$ cat config.mk
export PLATFORM = sky130hd
export DESIGN_NAME = glip_loopback_endpoint
export DESIGN_NICKNAME = d
export VERILOG_FILES = /design/src/rtl/glip_loopback_endpoint.sv
export SDC_FILE = /design/constraint.sdc
export NUM_CORES = 1
export LEC_CHECK = 0
export CAP_MARGIN = 10
export CORE_ASPECT_RATIO = 1.4
export CORE_MARGIN = 1
export CORE_UTILIZATION = 52
export CTS_CLUSTER_DIAMETER = 120
export DETAILED_ROUTE_END_ITERATION = 10
export PLACE_DENSITY = 0.76
export SLEW_MARGIN = 10
export SYNTH_ARGS = -nofsm -noshare
export SYNTH_HDL_FRONTEND = slang
export SYNTH_SLANG_ARGS = --single-unit
$ cat constraint.sdc
create_clock -name clk_logic -period 3.8 [get_ports clk_logic]
set_clock_uncertainty 0.2 [all_clocks]
set_input_delay 0.95 -clock clk_logic [delete_from_list [all_inputs] [get_ports clk_logic]]
set_output_delay 0.95 -clock clk_logic [all_outputs]
set_load 0.01 [all_outputs]
$ cat src/rtl/glip_loopback_endpoint.sv
// Logic-side GLIP FIFO endpoint: buffered loopback, counter generator and counter checker
// for backend bring-up. All outputs are derived from registered state only.
module glip_loopback_endpoint #(
   parameter int WIDTH = 16,
   parameter int DEPTH = 8
) (
   input  logic             clk_logic,
   input  logic             rst,
   input  logic             logic_rst,
   input  logic [1:0]       mode,
   input  logic [WIDTH-1:0] fifo_in_data,
   input  logic             fifo_in_valid,
   output logic             fifo_in_ready,
   output logic [WIDTH-1:0] fifo_out_data,
   output logic             fifo_out_valid,
   input  logic             fifo_out_ready,
   output logic [31:0]      rx_count,
   output logic [15:0]      err_count
);

   localparam int AW = (DEPTH > 1) ? $clog2(DEPTH) : 1;
   localparam int LW = AW + 1;
   localparam logic [LW-1:0] FULL_LEVEL = LW'(DEPTH);

   typedef enum logic [1:0] {
      MODE_LOOP = 2'd0,
      MODE_GEN  = 2'd1,
      MODE_CHK  = 2'd2,
      MODE_IDLE = 2'd3
   } mode_e;

   mode_e            mode_q, mode_d;
   logic             block_q, block_d;
   logic [LW-1:0]    level_q, level_d;
   logic [AW-1:0]    wr_ptr_q, wr_ptr_d;
   logic [AW-1:0]    rd_ptr_q, rd_ptr_d;
   logic [WIDTH-1:0] gen_q, gen_d;
   logic [WIDTH-1:0] exp_q, exp_d;
   logic [31:0]      rx_count_q, rx_count_d;
   logic [15:0]      err_count_q, err_count_d;
   logic [WIDTH-1:0] mem_q [DEPTH];
   logic             mem_we;

   logic reset_any;
   logic in_fire;
   logic out_fire;

   assign reset_any = rst | logic_rst;
   assign in_fire   = fifo_in_valid & fifo_in_ready;
   assign out_fire  = fifo_out_valid & fifo_out_ready;
   assign rx_count  = rx_count_q;
   assign err_count = err_count_q;

   // block_q covers the cycle after reset or a mode change: both handshakes held low.
   always_comb begin
      fifo_in_ready  = 1'b0;
      fifo_out_valid = 1'b0;
      fifo_out_data  = '0;
      if (!block_q) begin
         case (mode_q)
            MODE_LOOP: begin
               fifo_in_ready  = (level_q != FULL_LEVEL);
               fifo_out_valid = (level_q != '0);
               fifo_out_data  = mem_q[rd_ptr_q];
            end
            MODE_GEN: begin
               fifo_in_ready  = 1'b1;
               fifo_out_valid = 1'b1;
               fifo_out_data  = gen_q;
            end
            MODE_CHK: begin
               fifo_in_ready  = 1'b1;
            end
            MODE_IDLE: begin
               fifo_in_ready  = 1'b0;
            end
         endcase
      end
   end

   always_comb begin
      mode_d      = mode_q;
      block_d     = block_q;
      level_d     = level_q;
      wr_ptr_d    = wr_ptr_q;
      rd_ptr_d    = rd_ptr_q;
      gen_d       = gen_q;
      exp_d       = exp_q;
      rx_count_d  = rx_count_q + 32'(in_fire);
      err_count_d = err_count_q;
      mem_we      = 1'b0;

      if (reset_any) begin
         mode_d      = mode_e'(mode);
         block_d     = 1'b1;
         level_d     = '0;
         wr_ptr_d    = '0;
         rd_ptr_d    = '0;
         gen_d       = '0;
         exp_d       = '0;
         rx_count_d  = '0;
         err_count_d = '0;
      end else if (mode != mode_q) begin
         mode_d   = mode_e'(mode);
         block_d  = 1'b1;
         level_d  = '0;
         wr_ptr_d = '0;
         rd_ptr_d = '0;
         gen_d    = '0;
         exp_d    = '0;
      end else begin
         block_d = 1'b0;
         case (mode_q)
            MODE_LOOP: begin
               // ready already excludes the full case, so a pop never frees room for a same-edge push
               if (in_fire) begin
                  mem_we   = 1'b1;
                  wr_ptr_d = wr_ptr_q + AW'(1);
               end
               if (out_fire) begin
                  rd_ptr_d = rd_ptr_q + AW'(1);
               end
               level_d = level_q + LW'(in_fire) - LW'(out_fire);
            end
            MODE_GEN: begin
               if (out_fire) begin
                  gen_d = gen_q + WIDTH'(1);
               end
            end
            MODE_CHK: begin
               if (in_fire) begin
                  if (fifo_in_data != exp_q) begin
                     if (err_count_q != 16'hFFFF) begin
                        err_count_d = err_count_q + 16'd1;
                     end
                  end
                  exp_d = fifo_in_data + WIDTH'(1);
               end
            end
            MODE_IDLE: begin
               block_d = 1'b0;
            end
         endcase
      end
   end

   always_ff @(posedge clk_logic) begin
      mode_q      <= mode_d;
      block_q     <= block_d;
      level_q     <= level_d;
      wr_ptr_q    <= wr_ptr_d;
      rd_ptr_q    <= rd_ptr_d;
      gen_q       <= gen_d;
      exp_q       <= exp_d;
      rx_count_q  <= rx_count_d;
      err_count_q <= err_count_d;
   end

   // Buffer storage needs no reset: level_q gates every read.
   always_ff @(posedge clk_logic) begin
      if (mem_we) begin
         mem_q[wr_ptr_q] <= fifo_in_data;
      end
   end

endmodule

==> results.txt <==
The run finished with clean final reports. Of the post-synthesis cell area, the dominant cell type holds 0.404. The maximum achievable frequency is 270 MHz. The power after layout is 4870 µW. The remaining global-route overflow came out at 0.

The sequential cell area in the final layout came out at 5790 µm². The clock-pin slew on the worst setup and hold paths came out at 60 ps. The static leakage power is 0.00386 µW. The total wire length after detailed routing is 21.5 mm. Routability-driven placement finished with a final weighted congestion of 0.790. The count of flip-flops with a built-in enable after synthesis is 130. After routing the design area is 11800 µm². The setup path with the least slack is of type flip-flop to output port. The proportion of synthesized chip area in sequential cells came out at 0.599. The detailed placement HPWL came out at 14.5 mm. The mapped netlist covers 9660 µm². The site row count is 58. The tightest min-delay check is of the flip-flop to flip-flop type. The area of the die came out at 19100 µm². Setup violations remaining at the end of the flow were counted as 0. STA classifies the critical path startpoint as a flip-flop. Headroom to the max-slew limit came out at 0.393. From bottom edge to top edge, the die measures 163 µm. The cell type contributing the most total cell area after synthesis is sky130_fd_sc_hd__edfxtp_1.

The share of final-layout standard cells stronger than drive strength 1 came out at 0.152. The ratio of final minimum period to clock period came out at 0.976. The synthesized flop and latch total came out at 224. The area growth from synthesis to layout is 22.2%. The post-detailed-route DRC marker count came out at 0. Ranked by total cell area, the synthesized netlist is headed by sky130_fd_sc_hd__edfxtp_1, sky130_fd_sc_hd__dfxtp_1, sky130_fd_sc_hd__mux4_2, sky130_fd_sc_hd__nor2_1, sky130_fd_sc_hd__xnor2_1. For this block, the initial DRC count from the detailed router was 457. The multi-input combinational cell area came out at 3720 µm².

The worst path in the final design needs a cycle of 3710 ps, including I/O delays and setup. CTS built an H-tree with a depth of 1. Clock tree synthesis selected as its root buffer the cell sky130_fd_sc_hd__clkbuf_16. The library cell with the highest instance count after synthesis is sky130_fd_sc_hd__edfxtp_1. The internal portion of the total power is 3890 µW. The power per cell area is 412 nW/µm². The sequential share of power is 0.528. The count of inserted antenna diode cells is 0. For this configuration, the core starts out at a cell density of 0.535. The via count normalized by instance count came out at 5.64. The remaining antenna violation count came out at 0. For the worst-skew pair, the clock arrives at the later sink with an insertion delay of 490 ps.

The type of destination of the critical path is an output port. Of the total power, the clock network draws 0.440. The number of antenna violations at the first check in global routing is 0. The switching share of total power came out at 0.201. The tree built by TritonCTS fans out to 224 sinks.

The net switching power came out at 976 µW. 89 I/O pins were placed. The fill cell total of the finished layout came out at 1347.

At the worst endpoint, the required time is 2650 ps. The clock tree from TritonCTS is yes. The worst hold-check slack is 297 ps. The number of buffers on the longest clock path is 3.

The routed layout has 6390 vias. The area of the core came out at 18100 µm². Summing all placed instances gives a cell area of 11000 µm². The slew at the pin with the worst max-slew slack is 906 ps. The Yosys warning count is 0. VDD sags by at most 364 µV. The core occupancy in the finished layout is 0.653. Among all flip-flop cells after synthesis, the most frequent one is sky130_fd_sc_hd__edfxtp_1. After detailed routing, the average wire length per cell comes to 19.0 µm.

The number of nets in the layout came out at 918. Setup repair after global routing left no endpoint under its margin. The post-synthesis average cell area is 12.8 µm². The max-slew violation count was 0. The count of input and output buffers came out at 88. The share of flip-flops with an asynchronous set or reset came out at 0. The clock buffer count from CTS is 22.

In the final timing run, aggregate negative setup slack is 0 ps. The tool flagged a number of max-cap violations equal to 0. The distinct cell type count after synthesis came out at 44. In this run the horizontal extent of the chip is 117 µm. The combinational fraction of design power is 0.032. The number of endpoints with negative hold slack in the final report is 0. Synthesis handed over a netlist of 756 instances.

The number of global-route vias before repair is 6657. Along the worst path, the maximum fanout reaches 4. Before antenna repair, the detailed router went through 5 iterations. The commonest cells after synthesis are sky130_fd_sc_hd__edfxtp_1, sky130_fd_sc_hd__nor2_1, sky130_fd_sc_hd__dfxtp_1, sky130_fd_sc_hd__xnor2_1, sky130_fd_sc_hd__xor2_1. The pin count of the biggest net entering global routing came out at 36. Across every metal layer, demand over resource in global routing totals 0.232. The first-pass GRT wire length is 33.5 mm.

The net count after synthesis is 797. The data arrival time of the critical path is 2560 ps.
area by class of cell:
cell class | instances | area share
inverter | 15 | 0.00477
clock buffer | 30 | 0.0518
timing repair buffer | 127 | 0.104
clock inverter | 10 | 0.00858
tap | 240 | 0.0254
sequential | 224 | 0.490
multi-input combinational | 487 | 0.315
cell families (layout without fill, tap and decap cells):
family,count (synthesis),in the layout,share of synthesized area
simple gates,269,269,0.140
flops,224,224,0.599
xor+xnor,89,89,0.0807
compound gates,57,57,0.0394
mux,54,54,0.0995
buf+inv,45,182,0.0179
fa+ha+maj,18,18,0.0241
worst paths after layout:
path	from	end	slack, ps	cells after the start
worst max-delay path	flip-flop	fifo_out_data[10]	90	6
worst min-delay path	gen_q[4]	gen_q[4]	300	2
worst max register to register	mode_q[0]	level_q[2]	730	14
worst min register to register	gen_q[4]	gen_q[4]	300	2
power groups by stage:
stage | registers (µW) | logic (µW) | clock network (µW)
6_report | 2570 | 155 | 2140
5_1_grt | 2570 | 167 | 2260
4_1_cts | 2570 | 154 | 2170
3_5_place_dp | 2620 | 153 | 0
3_3_place_gp | 2620 | 148 | 0
2_1_floorplan | 2620 | 66.4 | 0
metal layers:
| layer | part of all wire | up-vias | wire length [µm] | GRT usage |
|---|---|---|---|---|
| met5 | 0 | - | 0 | 0 |
| met3 | 0.060 | 47 | 1280 | 0.0453 |
| met1 | 0.38 | 3127 | 8100 | 0.261 |
| li1 | - | 2996 | - | - |
| met4 | 0.029 | 0 | 622 | 0.0783 |
| met2 | 0.54 | 220 | 11500 | 0.429 |
stage by stage:
stage	worst slack [ps]	instances
floorplan	81.7	756
global placement	310	1089
detailed placement	266	1089
CTS	36.3	1133
global route	18.4	1133
finish	89.4	1133
state kept, by name (all words and copies together) (netlist names), named ones only:
register   flops
block_q        1
err_count     16
exp_q         16
gen_q         16
level_q        4
mem_q        128
mode_q         2
rd_ptr_q       3
rx_count      32
wr_ptr_q       3
placed cells by master, fill, tap and decap left out, types with 14 or more instances in the layout:
cell type and instances:
sky130_fd_sc_hd__buf_4 35, sky130_fd_sc_hd__clkdlybuf4s50_1 73, sky130_fd_sc_hd__xor2_1 44, sky130_fd_sc_hd__nand2_1 42, sky130_fd_sc_hd__xnor2_1 45, sky130_fd_sc_hd__a22oi_1 14
sky130_fd_sc_hd__clkbuf_16 23, sky130_fd_sc_hd__nand3_1 25, sky130_fd_sc_hd__nand4_1 22, sky130_fd_sc_hd__edfxtp_1 130, sky130_fd_sc_hd__nor2_1 113, sky130_fd_sc_hd__mux4_2 32
sky130_fd_sc_hd__inv_1 15, sky130_fd_sc_hd__a211oi_1 17, sky130_fd_sc_hd__ha_1 17, sky130_fd_sc_hd__dfxtp_1 93, sky130_fd_sc_hd__mux2_2 16
worst max-delay path, stage by stage (launching register included):
cell	delay [ps]
sky130_fd_sc_hd__dfxtp_4	390
sky130_fd_sc_hd__buf_4	140
sky130_fd_sc_hd__mux4_2	490
sky130_fd_sc_hd__mux2_2	320
sky130_fd_sc_hd__a22oi_1	160
sky130_fd_sc_hd__nor2_1	50
sky130_fd_sc_hd__clkdlybuf4s50_1	500
what timing repair did:
item	CTS	global route
hold buffers	0	0
setup endpoints to repair	14	2
gates resized for setup	16	2
gates cloned	1	0
setup buffers	3	0
Power figures use the tool's default switching activity.
